$ cat config.mk
export PLATFORM = sky130hd
export DESIGN_NAME = uart_rx
export DESIGN_NICKNAME = d
export VERILOG_FILES = /design/src/rtl/uart_pkg.sv /design/src/rtl/sync_2ff.sv /design/src/rtl/uart_rx.sv
export SDC_FILE = /design/constraint.sdc
export NUM_CORES = 1
export LEC_CHECK = 0
export BUFFER_PORTS_ARGS = -buffer_cell sky130_fd_sc_hd__buf_2
export CAP_MARGIN = 20
export CORE_MARGIN = 2
export CORE_UTILIZATION = 40
export DETAILED_ROUTE_END_ITERATION = 8
export PLACE_DENSITY = 0.59
export SLEW_MARGIN = 20
export SYNTH_ARGS = -nofsm -noshare
export SYNTH_HDL_FRONTEND = slang
export SYNTH_HIERARCHICAL = 1
export SYNTH_SLANG_ARGS = --single-unit
export TNS_END_PERCENT = 100
$ cat constraint.sdc
create_clock -name i_clk -period 2.3 [get_ports i_clk]
set_input_delay 0.115 -clock i_clk [delete_from_list [all_inputs] [get_ports i_clk]]
set_output_delay 0.115 -clock i_clk [all_outputs]
set_load 0.05 [all_outputs]
$ cat src/rtl/uart_pkg.sv
// -----------------------------------------------------------------------------
// uart_pkg
// Shared UART definitions: default frame geometry (also used by the
// transmitter), receiver state encoding and small elaboration helpers.
// Build macro: UART_RX_PARITY_EN widens the state encoding to 3 bits and
// adds ST_PARITY.
// -----------------------------------------------------------------------------
package uart_pkg;

  localparam int DATA_BITS_DEF  = 8;
  localparam int OVERSAMPLE_DEF = 16;

`ifdef UART_RX_PARITY_EN
  typedef enum logic [2:0] {
    ST_IDLE   = 3'd0,
    ST_START  = 3'd1,
    ST_DATA   = 3'd2,
    ST_STOP   = 3'd3,
    ST_PARITY = 3'd4
  } state_t;
`else
  typedef enum logic [1:0] {
    ST_IDLE  = 2'd0,
    ST_START = 2'd1,
    ST_DATA  = 2'd2,
    ST_STOP  = 2'd3
  } state_t;
`endif

  // Larger of two integers, used to size counters at elaboration time.
  function automatic int max_int(input int a, input int b);
    return (a > b) ? a : b;
  endfunction

endpackage

$ cat src/rtl/sync_2ff.sv
// -----------------------------------------------------------------------------
// sync_2ff
// Two-flop synchroniser for a single asynchronous input bit.
// Ports:
//   i_clk      destination clock
//   i_reset_n  asynchronous active-low reset (both flops load RESET_VAL)
//   i_d        asynchronous input
//   o_q        synchronised output, two i_clk cycles of latency
// -----------------------------------------------------------------------------
module sync_2ff #(
  parameter logic RESET_VAL = 1'b0
) (
  input  logic i_clk,
  input  logic i_reset_n,
  input  logic i_d,
  output logic o_q
);

  logic meta_r;
  logic sync_r;

  // Metastability chain: first flop may go metastable, second settles it.
  always_ff @(posedge i_clk or negedge i_reset_n) begin
    if (!i_reset_n) begin
      meta_r <= RESET_VAL;
      sync_r <= RESET_VAL;
    end else begin
      meta_r <= i_d;
      sync_r <= meta_r;
    end
  end

  assign o_q = sync_r;

endmodule

$ cat src/rtl/uart_rx.sv
// -----------------------------------------------------------------------------
// uart_rx
// UART receiver driven by a 16x oversampling baud tick. Detects the start
// edge, confirms it at mid start bit, samples each data bit (LSB first) at
// mid-bit, checks the stop bit and presents the word with a one-clock done
// pulse.
// Ports:
//   i_clk        system clock
//   i_reset_n    asynchronous active-low reset
//   i_baud_tick  one-clock pulse at OVERSAMPLE x baud rate
//   i_rx         serial line, idle high, asynchronous to i_clk
//   o_data       last received word (held until the next frame completes)
//   o_rx_done    one-clock pulse when a frame completes
//   o_frame_err  stop bit was sampled low on the last frame
//   o_parity_err even-parity mismatch on the last frame (UART_RX_PARITY_EN)
// Build macro: UART_RX_PARITY_EN inserts a parity bit between data and stop.
// -----------------------------------------------------------------------------
module uart_rx
  import uart_pkg::*;
#(
  parameter int DATA_BITS  = DATA_BITS_DEF,
  parameter int OVERSAMPLE = OVERSAMPLE_DEF,
  parameter int STOP_TICKS = 16
) (
  input  logic                 i_clk,
  input  logic                 i_reset_n,
  input  logic                 i_baud_tick,
  input  logic                 i_rx,
  output logic [DATA_BITS-1:0] o_data,
  output logic                 o_rx_done,
  output logic                 o_frame_err
`ifdef UART_RX_PARITY_EN
  ,
  output logic                 o_parity_err
`endif
);

  localparam int TICK_W = max_int(max_int($clog2(OVERSAMPLE), $clog2(STOP_TICKS)), 1);
  localparam int BIT_W  = max_int($clog2(DATA_BITS), 1);

  localparam logic [TICK_W-1:0] TICK_ZERO  = TICK_W'(32'd0);
  localparam logic [TICK_W-1:0] TICK_ONE   = TICK_W'(32'd1);
  localparam logic [TICK_W-1:0] START_LAST = TICK_W'(OVERSAMPLE / 2 - 1);
  localparam logic [TICK_W-1:0] BIT_TLAST  = TICK_W'(OVERSAMPLE - 1);
  localparam logic [TICK_W-1:0] STOP_LAST  = TICK_W'(STOP_TICKS - 1);
  localparam logic [BIT_W-1:0]  BIT_ZERO   = BIT_W'(32'd0);
  localparam logic [BIT_W-1:0]  BIT_ONE    = BIT_W'(32'd1);
  localparam logic [BIT_W-1:0]  BIT_LAST   = BIT_W'(DATA_BITS - 1);

  logic                 rx_s;
  state_t               state_r,     state_nxt_s;
  logic [TICK_W-1:0]    tick_cnt_r,  tick_cnt_nxt_s;
  logic [BIT_W-1:0]     bit_cnt_r,   bit_cnt_nxt_s;
  logic [DATA_BITS-1:0] shift_r,     shift_nxt_s;
  logic [DATA_BITS-1:0] data_r,      data_nxt_s;
  logic                 done_r,      done_nxt_s;
  logic                 frame_err_r, frame_err_nxt_s;
`ifdef UART_RX_PARITY_EN
  logic                 parity_r,     parity_nxt_s;
  logic                 parity_err_r, parity_err_nxt_s;

  // Even parity: the data bits plus the parity bit must XOR to zero.
  function automatic logic even_parity_err(input logic [DATA_BITS-1:0] d, input logic p);
    return (^d) ^ p;
  endfunction
`endif

  // Line reads idle (1) while in reset so no false start is seen on release.
  sync_2ff #(
    .RESET_VAL (1'b1)
  ) u_rx_sync (
    .i_clk     (i_clk),
    .i_reset_n (i_reset_n),
    .i_d       (i_rx),
    .o_q       (rx_s)
  );

  // Next-state and datapath: counters advance only on baud ticks.
  always_comb begin
    state_nxt_s     = state_r;
    tick_cnt_nxt_s  = tick_cnt_r;
    bit_cnt_nxt_s   = bit_cnt_r;
    shift_nxt_s     = shift_r;
    data_nxt_s      = data_r;
    done_nxt_s      = 1'b0;
    frame_err_nxt_s = frame_err_r;
`ifdef UART_RX_PARITY_EN
    parity_nxt_s     = parity_r;
    parity_err_nxt_s = parity_err_r;
`endif
    case (state_r)
      ST_IDLE: begin
        // Leaving idle is edge driven; the tick phase is irrelevant here.
        if (!rx_s) begin
          state_nxt_s    = ST_START;
          tick_cnt_nxt_s = TICK_ZERO;
        end else begin
          state_nxt_s = ST_IDLE;
        end
      end
      ST_START: begin
        if (i_baud_tick) begin
          if (tick_cnt_r == START_LAST) begin
            // Mid start bit: still low means a real start, else a glitch.
            if (!rx_s) begin
              state_nxt_s    = ST_DATA;
              tick_cnt_nxt_s = TICK_ZERO;
              bit_cnt_nxt_s  = BIT_ZERO;
            end else begin
              state_nxt_s = ST_IDLE;
            end
          end else begin
            tick_cnt_nxt_s = tick_cnt_r + TICK_ONE;
          end
        end else begin
          state_nxt_s = ST_START;
        end
      end
      ST_DATA: begin
        if (i_baud_tick) begin
          if (tick_cnt_r == BIT_TLAST) begin
            shift_nxt_s    = {rx_s, shift_r[DATA_BITS-1:1]};
            tick_cnt_nxt_s = TICK_ZERO;
            if (bit_cnt_r == BIT_LAST) begin
`ifdef UART_RX_PARITY_EN
              state_nxt_s = ST_PARITY;
`else
              state_nxt_s = ST_STOP;
`endif
            end else begin
              bit_cnt_nxt_s = bit_cnt_r + BIT_ONE;
            end
          end else begin
            tick_cnt_nxt_s = tick_cnt_r + TICK_ONE;
          end
        end else begin
          state_nxt_s = ST_DATA;
        end
      end
`ifdef UART_RX_PARITY_EN
      ST_PARITY: begin
        if (i_baud_tick) begin
          if (tick_cnt_r == BIT_TLAST) begin
            parity_nxt_s   = rx_s;
            tick_cnt_nxt_s = TICK_ZERO;
            state_nxt_s    = ST_STOP;
          end else begin
            tick_cnt_nxt_s = tick_cnt_r + TICK_ONE;
          end
        end else begin
          state_nxt_s = ST_PARITY;
        end
      end
`endif
      ST_STOP: begin
        if (i_baud_tick) begin
          if (tick_cnt_r == STOP_LAST) begin
            // A bad stop bit still publishes the word, flagged by frame_err.
            data_nxt_s      = shift_r;
            frame_err_nxt_s = ~rx_s;
            done_nxt_s      = 1'b1;
`ifdef UART_RX_PARITY_EN
            parity_err_nxt_s = even_parity_err(shift_r, parity_r);
`endif
            state_nxt_s     = ST_IDLE;
          end else begin
            tick_cnt_nxt_s = tick_cnt_r + TICK_ONE;
          end
        end else begin
          state_nxt_s = ST_STOP;
        end
      end
      default: begin
        state_nxt_s    = ST_IDLE;
        tick_cnt_nxt_s = TICK_ZERO;
        bit_cnt_nxt_s  = BIT_ZERO;
      end
    endcase
  end

  // State, counters and registered outputs.
  always_ff @(posedge i_clk or negedge i_reset_n) begin
    if (!i_reset_n) begin
      state_r     <= ST_IDLE;
      tick_cnt_r  <= TICK_ZERO;
      bit_cnt_r   <= BIT_ZERO;
      shift_r     <= {DATA_BITS{1'b0}};
      data_r      <= {DATA_BITS{1'b0}};
      done_r      <= 1'b0;
      frame_err_r <= 1'b0;
`ifdef UART_RX_PARITY_EN
      parity_r     <= 1'b0;
      parity_err_r <= 1'b0;
`endif
    end else begin
      state_r     <= state_nxt_s;
      tick_cnt_r  <= tick_cnt_nxt_s;
      bit_cnt_r   <= bit_cnt_nxt_s;
      shift_r     <= shift_nxt_s;
      data_r      <= data_nxt_s;
      done_r      <= done_nxt_s;
      frame_err_r <= frame_err_nxt_s;
`ifdef UART_RX_PARITY_EN
      parity_r     <= parity_nxt_s;
      parity_err_r <= parity_err_nxt_s;
`endif
    end
  end

  assign o_data      = data_r;
  assign o_rx_done   = done_r;
  assign o_frame_err = frame_err_r;
`ifdef UART_RX_PARITY_EN
  assign o_parity_err = parity_err_r;
`endif

endmodule

==> results by group <==
Status
  • Status: complete, no violations

Floorplan
  • Std-Cell Core Area: 3310 µm²
  • Io pins: 14
  • Number of rows in the core area: 21
  • Die footprint: 3890 µm²
  • Vertical die dimension: 62.4 µm
  • Die span in x: 62.4 µm
  • Initial core utilization: 0.412

Yosys
  • Fraction of synthesized area in multiplexers: 0.156
  • Most area-hungry cell type in the Yosys netlist: sky130_fd_sc_hd__dfrtp_1
  • Post-synth design cell area: 1360 µm²
  • Share of the synthesized netlist area taken by xor and xnor gates: 0
  • Number of enable-type register cells in the synthesized netlist: 0
  • Async S/R FF share, synth: 1.00
  • Synthesized-area fraction occupied by and/or/nand/nor cells: 0.131
  • Most frequently used flop master after synthesis: sky130_fd_sc_hd__dfrtp_1
  • FF+latch count, synth: 29
  • Synthesis warning total: 6
  • Leading cell types by total area after synthesis: sky130_fd_sc_hd__dfrtp_1 (50%), sky130_fd_sc_hd__mux2_2 (13%), sky130_fd_sc_hd__dfstp_2 (3.9%)
  • Seq/Total Area, Yosys: 0.534
  • Top-area cell type share of the netlist area: 0.496
  • Share of the synthesized area in compound gates (AO/OA/AOI/OAI): 0.123
  • Synth unique cells: 35
  • Average size of a mapped cell: 12.3 µm²
  • Adder-cell area share of the yosys netlist: 0.0275
  • Largest family of logic cells by synthesized area: multiplexers
  • Post-Syn Instances: 111
  • Post-Synthesis Net Count: 118

Clocking
  • Clock-pin slew on the worst setup and hold paths: 0.10 ns
  • H-tree depth reported by CTS: 2
  • Source-to-sink clock delay at the later pin of the worst-skew pair: 0.32 ns
  • CTS tree: yes
  • Number of cells upsized or downsized after cts: 0
  • Clock Sink Count: 29
  • TritonCTS Buffers: 5
  • Root buffer selected by CTS: sky130_fd_sc_hd__clkbuf_4
  • Clock tree buffer depth: 2

Setup path
  • CP Data Required Time: 2.51 ns
  • End point of the critical path: o_data[3]$_DFFE_PN0P_
  • Number of logic stages on the critical path including buffering: 4
  • Crit-path max FO: 10
  • Critical Path Source Type: register
  • Data arrival at the endpoint of the critical path: 2.13 ns
  • Logic depth of the worst register-to-register path: 4
  • Cell type group with the largest total delay on the critical path: simple AND/OR/NAND/NOR gates
  • Slowest Stage Delay on Critical Path: 0.49 ns
  • Reg2Reg Capture Point: o_data[3]$_DFFE_PN0P_
  • Slowest CP cell: sky130_fd_sc_hd__nor3_4
  • Minimum setup slack among reg-to-reg paths: 0.39 ns
  • Class of the most critical setup path: register to register
  • Cell Chain, Critical Path: ha_1, nand3_4, nor3_4, mux2_2
  • Count of buffer and inverter cells on the critical path: 0
  • Critical Path End Type: register
  • Worst setup path startpoint: tick_cnt_r[0]$_DFFE_PN0P_
  • RR Startpoint: tick_cnt_r[0]$_DFFE_PN0P_

Timing
  • Transition time of the tightest slew-check pin: 0.627 ns
  • Setup repair after global routing missed its margin: no
  • Peak Freq: 522 MHz
  • Final count of pins violating max slew: 0
  • Setup total negative slack: 0 ns
  • Worst clock skew: 0.00867 ns
  • Crit share post-route: 0.833
  • Worst slew margin: 0.582
  • Final-report hold violation count: 0
  • # setup viols final: 0
  • Min Clock Period, post-route: 1.91 ns

Global route
  • Overflow left after global routing: 0
  • Global-route wire length before repair: 4.55 mm
  • Initial antenna violation count: 0
  • Total global-route track usage: 0.152
  • Via count of the first global-routing pass: 953
  • Maximum number of pins on one net before global-route repair: 30

Route
  • Post-route DRC violation count: 0
  • First-pass detailed-route iteration total: 4
  • Per-cell routed wire length: 14.6 µm
  • Iteration-0 DRC Markers: 91
  • Number of vias per cell after detailed routing: 5.36
  • Routed Wire Length: 2.57 mm
  • Vias post-DR: 944
  • Number of nets with antenna violations after detailed routing: 0

Placed design
  • Placed wire-length estimate after detailed placement: 1.74 mm
  • DP Cell Count: 166
  • Port Buf Inserts: 13
  • Final Wtd Congestion: 0.820

Power
  • Peak ir drop on the vdd network: 324 µV
  • Leak Pwr: 0.746 nW
  • Pwr Density: 891 nW/µm²

Layout
  • Ratio of cells with drive above 1 in the final layout: 0.323
  • Synthesis-to-layout area growth: 13.1%
  • Final #Nets: 136
  • Number of standard cells in the final layout excluding fillers: 176
  • Total inserted antenna cells: 0

Worst hold path
  • Worst hold-check path type: primary input to register

Flow run
  • Count of maximum capacitance violations: 0
-- synthesized netlist by cell type (2+ instances only) --
cell                       number
sky130_fd_sc_hd__and2_1         2
sky130_fd_sc_hd__o21ai_0        4
sky130_fd_sc_hd__dfrtp_1       27
sky130_fd_sc_hd__clkbuf_1       2
sky130_fd_sc_hd__nor2_1         2
sky130_fd_sc_hd__nor3_1         2
sky130_fd_sc_hd__buf_2          3
sky130_fd_sc_hd__ha_1           3
sky130_fd_sc_hd__a21oi_1        2
sky130_fd_sc_hd__nor4_1         3
sky130_fd_sc_hd__inv_1          4
sky130_fd_sc_hd__o311ai_0       2
sky130_fd_sc_hd__mux2_2        16
sky130_fd_sc_hd__a22o_1         2
sky130_fd_sc_hd__nor3_4         2
sky130_fd_sc_hd__nand3_1        2
sky130_fd_sc_hd__nand2b_1       4
sky130_fd_sc_hd__nand2_1        8
sky130_fd_sc_hd__a31oi_1        3
sky130_fd_sc_hd__dfstp_2        2
sky130_fd_sc_hd__mux2_1         2
-- state kept, by name, summed over array words and instances (netlist names) --
| name | count |
|---|---|
| bit_cnt_r | 3 |
| o_frame_err | 1 |
| u_rx_sync/meta_r | 1 |
| tick_cnt_r | 4 |
| o_rx_done | 1 |
| shift_r | 8 |
| o_data | 8 |
| u_rx_sync/o_q | 1 |
| state_r | 2 |
-- tightest hold or removal path, cell delays in order --
cell and delay, ns:
sky130_fd_sc_hd__buf_2 0.17, sky130_fd_sc_hd__nand2_1 0.08, sky130_fd_sc_hd__o311ai_0 0.12
-- kinds of logic (layout without fill, tap and decap cells) --
kind of cell,Yosys count,in the layout
fa+ha+maj,3,3
simple gates,28,28
mux,19,19
flops,29,29
buf+inv,9,28
compound gates,23,23
-- layout make-up --
type,instances,area (µm²)
Clock buffer,6,41.3
Clock inverter,2,10.0
Fill cell,333,1770
Inverter,4,15.0
Multi-Input combinational cell,73,597
Sequential cell,29,728
Tap cell,46,57.6
Timing Repair Buffer,16,92.6
-- cells in the final DEF (no fill, tap or decap), drive strengths merged, types with 4 or more instances in the layout --
cell / instances
dfrtp: 27
mux2: 18
buf: 14
nand2: 8
clkbuf: 6
inv: 4
nand2b: 4
o21ai: 4
nor3: 4
-- metal layers --
| layer | share of wire | vias to the layer above | global-route usage |
|---|---|---|---|
| met5 | 0 | - | 0 |
| met4 | 0.019 | 0 | 0.0750 |
| met3 | 0.045 | 4 | 0.0489 |
| met2 | 0.48 | 26 | 0.240 |
| met1 | 0.45 | 465 | 0.189 |
| li1 | - | 449 | - |
-- how the worst min path moves through the flow --
stage / startpoint / to / depth (start not counted)
finish: i_baud_tick / tick_cnt_r[0]$_DFFE_PN0P_ / 3
detailed placement: i_reset_n / tick_cnt_r[0]$_DFFE_PN0P_ / 1
CTS: i_baud_tick / tick_cnt_r[0]$_DFFE_PN0P_ / 3
global placement: i_reset_n / tick_cnt_r[0]$_DFFE_PN0P_ / 1
floorplan: i_reset_n / bit_cnt_r[0]$_DFFE_PN0P_ / 0
global route: i_baud_tick / tick_cnt_r[0]$_DFFE_PN0P_ / 3
-- metrics by stage --
step,setup WS [ns],utilization,instance area [µm²],hold WS (ns),total power [mW]
floorplan,0.626,-,1360,-0.181,0.992
global placement,0.460,0.444,1470,0.170,1.08
detailed placement,0.375,0.444,1470,0.175,1.09
CTS,0.371,0.466,1540,0.206,1.39
global route,0.267,0.466,1540,0.225,1.48
finish,0.385,0.466,1540,0.211,1.37
-- power by group --
part	switching (mW)	total, mW	internal (mW)
sequential	0.0997	0.670	0.570
combinational	0.247	0.415	0.168
clock	0.173	0.289	0.116
-- what timing repair did --
action	CTS	global route
endpoints found under the hold margin	28	0
setup endpoints to repair	0	0
hold buffers	2	0
buffers inserted	0	0
Note: power is estimated with default switching activity, not from simulation.
